<file path="src/rtl/shift_collect.sv">
// shift_collect: serial words -> LENGTH-entry circular buffer, presented as a vector or drained serially.
// Optional macro SHIFT_COLLECT_THRESHOLD_EN adds a registered fifo_threshold output (cnt >= LENGTH/2).
module shift_collect #(
  parameter int DATA_WIDTH = 8,
  parameter int LENGTH     = 4,
  parameter int PTR_LENGTH = 3
) (
  input  logic                                 clk,
  input  logic                                 reset_n,
  input  logic [1:0]                           ctrl_code,
  input  logic                                 in_valid,
  input  logic [DATA_WIDTH-1:0]                in_data,
  input  logic                                 out_ready,
  output logic [0:LENGTH-1][DATA_WIDTH-1:0]    data_out,
  output logic                                 out_valid,
  output logic [DATA_WIDTH-1:0]                data_read,
  output logic                                 read_valid,
  output logic                                 fifo_full,
  output logic                                 fifo_empty,
  output logic                                 fifo_overflow,
  output logic                                 fifo_underflow,
  output logic [PTR_LENGTH-1:0]                cnt
`ifdef SHIFT_COLLECT_THRESHOLD_EN
  ,
  output logic                                 fifo_threshold
`endif
);
  typedef enum logic [1:0] {IDLE, COLLECT, PRESENT, DRAIN} state_t;
  localparam logic [PTR_LENGTH-1:0] FULL = PTR_LENGTH'(LENGTH);
  localparam logic [PTR_LENGTH-1:0] LAST = PTR_LENGTH'(LENGTH - 1);
  localparam logic [PTR_LENGTH-1:0] HALF = PTR_LENGTH'(LENGTH / 2);
  state_t state, state_nxt;
  logic [DATA_WIDTH-1:0] mem [LENGTH];
  logic [DATA_WIDTH-1:0] mem_nxt [LENGTH];
  logic [0:LENGTH-1][DATA_WIDTH-1:0] vec;
  logic [DATA_WIDTH-1:0] rd_word;
  logic [PTR_LENGTH-1:0] wptr, rptr, wptr_base, rptr_base, cnt_base;
  logic [PTR_LENGTH-1:0] wptr_nxt, rptr_nxt, cnt_nxt;
  logic flush, collect_mode, drain_mode, handoff, full_now;
  logic wr, rd, ovf, udf, fill, out_valid_nxt;
  function automatic logic [PTR_LENGTH-1:0] inc(input logic [PTR_LENGTH-1:0] p);
    return (p == LAST) ? '0 : p + 1'b1;
  endfunction
  always_comb begin
    flush        = ctrl_code == 2'b10;
    collect_mode = ctrl_code == 2'b01 && (state == IDLE || state == COLLECT);
    drain_mode   = ctrl_code == 2'b11 && state != PRESENT;
    handoff      = state == PRESENT && out_ready && !flush;
    full_now     = cnt == FULL;
    wr           = in_valid && ((collect_mode && !full_now) || handoff);
    ovf          = in_valid && full_now && !handoff && (collect_mode || (state == PRESENT && !flush));
    rd           = drain_mode && cnt != '0;
    udf          = drain_mode && cnt == '0;
    // A handoff empties the buffer first, so a same-cycle write lands in entry 0
    wptr_base    = handoff ? '0 : wptr;
    rptr_base    = handoff ? '0 : rptr;
    cnt_base     = handoff ? '0 : cnt;
    cnt_nxt      = flush ? '0 : wr ? cnt_base + 1'b1 : rd ? cnt - 1'b1 : cnt_base;
    wptr_nxt     = flush ? '0 : wr ? inc(wptr_base) : wptr_base;
    rptr_nxt     = flush ? '0 : rd ? inc(rptr) : rptr_base;
    fill         = wr && cnt_nxt == FULL;
    rd_word      = '0;
    for (int k = 0; k < LENGTH; k++) begin
      mem_nxt[k] = (wr && wptr_base == PTR_LENGTH'(k)) ? in_data : mem[k];
      rd_word    = (rptr == PTR_LENGTH'(k)) ? mem[k] : rd_word;
    end
    vec = '0;
    for (int i = 0; i < LENGTH; i++)
      for (int k = 0; k < LENGTH; k++)
        vec[i] = (rptr_base == PTR_LENGTH'((k - i + LENGTH) % LENGTH)) ? mem_nxt[k] : vec[i];
    out_valid_nxt = !flush && (fill || (out_valid && !handoff));
    state_nxt = flush ? IDLE :
                fill ? PRESENT :
                state == PRESENT ? (handoff ? (ctrl_code == 2'b01 ? COLLECT : IDLE) : PRESENT) :
                drain_mode ? DRAIN :
                state == DRAIN ? IDLE :
                collect_mode ? COLLECT : state;
  end
  always_ff @(posedge clk) begin
    if (!reset_n) begin
      state          <= IDLE;
      mem            <= '{default: '0};
      wptr           <= '0;
      rptr           <= '0;
      cnt            <= '0;
      data_out       <= '0;
      out_valid      <= 1'b0;
      data_read      <= '0;
      read_valid     <= 1'b0;
      fifo_full      <= 1'b0;
      fifo_empty     <= 1'b1;
      fifo_overflow  <= 1'b0;
      fifo_underflow <= 1'b0;
`ifdef SHIFT_COLLECT_THRESHOLD_EN
      fifo_threshold <= 1'b0;
`endif
    end else begin
      state          <= state_nxt;
      mem            <= mem_nxt;
      wptr           <= wptr_nxt;
      rptr           <= rptr_nxt;
      cnt            <= cnt_nxt;
      data_out       <= fill ? vec : data_out;
      out_valid      <= out_valid_nxt;
      data_read      <= rd ? rd_word : data_read;
      read_valid     <= rd;
      fifo_full      <= cnt_nxt == FULL;
      fifo_empty     <= cnt_nxt == '0;
      fifo_overflow  <= ovf;
      fifo_underflow <= udf;
`ifdef SHIFT_COLLECT_THRESHOLD_EN
      fifo_threshold <= cnt_nxt >= HALF;
`endif
    end
  end
endmodule

</file>
<file path="config.mk">
export PLATFORM = sky130hd
export DESIGN_NAME = shift_collect
export DESIGN_NICKNAME = d
export VERILOG_FILES = /design/src/rtl/shift_collect.sv
export SDC_FILE = /design/constraint.sdc
export NUM_CORES = 1
export LEC_CHECK = 0
export CORE_ASPECT_RATIO = 2
export CORE_UTILIZATION = 33
export CTS_CLUSTER_SIZE = 20
export DETAILED_ROUTE_END_ITERATION = 8
export PLACE_DENSITY = 0.62
export SYNTH_ARGS = -nofsm -noshare
export SYNTH_HDL_FRONTEND = slang
export SYNTH_SLANG_ARGS = --single-unit
</file>
<file path="constraint.sdc">
create_clock -name clk -period 3.35 [get_ports clk]
set_input_delay 0.5025 -clock clk [delete_from_list [all_inputs] [get_ports clk]]
set_output_delay 0.5025 -clock clk [all_outputs]
set_load 0.01 [all_outputs]
</file>
==> impl_metrics.env <==
export IMPL_synth_top_cell_area_share_pct=38.6
export IMPL_regToRegSetupSlack_ns=0.38
export IMPL_area_growth_pct=28.1
export IMPL_hp_class="register to register"
export IMPL_syn_instance_count=550
export IMPL_drive_above_1_share_pct=14.2
export IMPL_cts_tree="done"
export IMPL_die_width_um=85.6
export IMPL_netlist_area_um2=4620
export IMPL_startpoint_type="input pin"
export IMPL_tightest_slew_ns=0.810
export IMPL_netlist_top_cells_count="90 x nor2_1, 89 x dfxtp_1, 34 x a21oi_1, 34 x nand2_1, 31 x o21ai_0"
export IMPL_drt_wl_total_um=16700
export IMPL_post_cts_resized=0
export IMPL_p_leak_nw=2.29
export IMPL_status="finished, final reports clean"
export IMPL_route_detailed_drc=0
export IMPL_finalHoldViolCount=0
export IMPL_root_buffer="clkbuf_16"
export IMPL_powerDensity_nw_per_um2=395
export IMPL_stdcell_count=788
export IMPL_hpwl_um=12500
export IMPL_period_needed_ns=3.00
export IMPL_ys_flop_type="dfxtp_1"
export IMPL_initial_core_util_pct=34.2
export IMPL_antenna_found_initial=0
export IMPL_post_cts_setup_buffers=0
export IMPL_io_buffers=62
export IMPL_grt_overflow=0
export IMPL_synth_async_sr_flop_share_pct=0
export IMPL_finalNetCount=653
export IMPL_fmax_mhz=334
export IMPL_skew_ns=0.00613
export IMPL_critPathCaptureType="register"
export IMPL_cts_max_level=3
export IMPL_clock_latency_ns=0.35
export IMPL_place_gp_congestion=0.913
export IMPL_wire_per_inst_um=21.2
export IMPL_grt_first_pass_wirelength_um=25400
export IMPL_rsz0062_at_grt="no"
export IMPL_yosysWarnings=0
export IMPL_placed_area_um2=5610
export IMPL_num_rows=60
export IMPL_synth_area_leader_cell="dfxtp_1"
export IMPL_cts_made_buffers=9
export IMPL_post_route_period_util_pct=89.5
export IMPL_fin_util_pct=43.8
export IMPL_clkSlewWorstSetupHoldPaths_ns=0.06
export IMPL_dieArea_um2=14500
export IMPL_fin_tns_setup_ns=0
export IMPL_worst_ep_required_time_ns=3.56
export IMPL_post_synth_top_count_cell="nor2_1"
export IMPL_ys_seq_area_share_pct=38.6
export IMPL_ys_seq_elements=89
export IMPL_dp_cells=772
export IMPL_slew_headroom_pct=45.9
export IMPL_grtUsageTotal_pct=23.6
export IMPL_ant_nets=0
export IMPL_clock_sinks=89
export IMPL_fillers=1353
export IMPL_fin_area_um2=5910
export IMPL_synth_net_count=575
export IMPL_grt_start_max_net_pins=48
export IMPL_clockBufferDepth=2
export IMPL_max_cap_violations=0
export IMPL_drv_slew=0
export IMPL_setup_violations=0
export IMPL_num_vias=4651
export IMPL_critPathMaxFanout=8
export IMPL_diodes=0
export IMPL_syn_avg_cell_area_um2=8.39
export IMPL_postCtsHoldBufs=0
export IMPL_vias_per_cell=5.90
export IMPL_path_class="input pin to register"
export IMPL_die_y_um=169
export IMPL_grt_pass1_vias=4653
export IMPL_drt_iter0_markers=344
export IMPL_core_um2=13500
export IMPL_cp_arrival_ns=3.20
export IMPL_max_vdd_ir_drop_v=0.000254
export IMPL_ios=63
export IMPL_synth_cell_types=53
export IMPL_synth_area_leaders="dfxtp_1 39%, nor2_1 7.3%, a22oi_1 4.2%"
export IMPL_dr_pass1_iters=5
export IMPL_synth_edf_count=0
## layout by cell type, fill, tap and decap left out, drive strengths merged, types with 3 or more instances in the layout
cell and instances:
mux2i 24, nor4 3, nand2b 5, dfxtp 89
a31oi 15, mux2 12, nor3b 4, nand3 9
a211oi 8, clkinv 5, inv 9, or3 5
o21ai 38, clkbuf 10, clkdlybuf4s50 62, o22ai 22
buf 43, and3 4, a21oi 34, nor2b 3
and2 12, nor3 24, nand2 34, a221oi 7
a22oi 26, a221o 5, nor2 90, ha 11
## cell type report
class	instances	area [µm²]	area share, %
Clock inverter	6	66.3	1.12
Timing Repair Buffer	105	968	16.4
Tap cell	155	194	3.28
Sequential cell	89	1780	30.1
Multi-Input combinational cell	414	2630	44.5
Inverter	9	33.8	0.571
Clock buffer	10	239	4.04
## metrics by stage
| step | setup WS (ns) | power [mW] | hold WS (ns) |
|---|---|---|---|
| after floorplan | 0.888 | 1.23 | 0.420 |
| after global placement | 0.159 | 1.32 | 0.430 |
| after detailed placement | 0.0441 | 1.33 | 0.441 |
| after CTS | 0.406 | 2.35 | 0.450 |
| after global routing | 0.168 | 2.41 | 0.475 |
| final | 0.353 | 2.34 | 0.450 |
## metal layers
metal | up-vias | wire length [µm] | part of all wire, % | track usage (%)
met5 | - | 0 | 0 | 0
met1 | 2235 | 5650 | 34 | 22.4
li1 | 2164 | - | - | -
met4 | 0 | 1330 | 8.0 | 18.8
met3 | 69 | 575 | 3.4 | 3.45
met2 | 183 | 9140 | 55 | 43.9
## flip-flops by register name, summed over array words and instances, names as in the netlist, 2 cells and up
signal     cells
mem           32
rptr           3
cnt            3
data_out      32
wptr           3
data_read      8
state          2
## path summary, 6_finish.rpt
kind,start,end,depth (start not counted)
worst max-delay path,ctrl_code[0],data_out[3],9
worst min-delay path,wptr[2],wptr[2],2
worst max register to register,rptr[1],data_read[1],9
worst min register to register,wptr[2],wptr[2],2
## worst max-delay path, stage by stage
cell and delay (ns):
clkdlybuf4s50_1 0.46, buf_4 0.18, nor3b_4 0.15, and4b_1 0.29
o21ai_4 0.43, mux2i_1 0.52, o22ai_1 0.16, a221oi_1 0.38
a211oi_1 0.14
## where the power goes
group | internal (mW) | switching, mW
Sequential | 1.07 | 0.0111
Clock | 0.601 | 0.430
Combinational | 0.0888 | 0.136
## cell families (layout without fill, tap and decap cells)
family                     count (synthesis)  after routing  share of synthesized area, %
and+or+nand+nor                          200            200                          20.8
DFF                                       89             89                          38.6
muxes                                     36             36                          9.43
xor gates and xnor gates                   1              1                         0.190
AOI/OAI and AO/OA                        166            166                          23.6
adders and majority gates                 11             11                          2.98
buffers and inverters                     47            130                          4.42
Note: power is estimated with default switching activity, not from simulation.
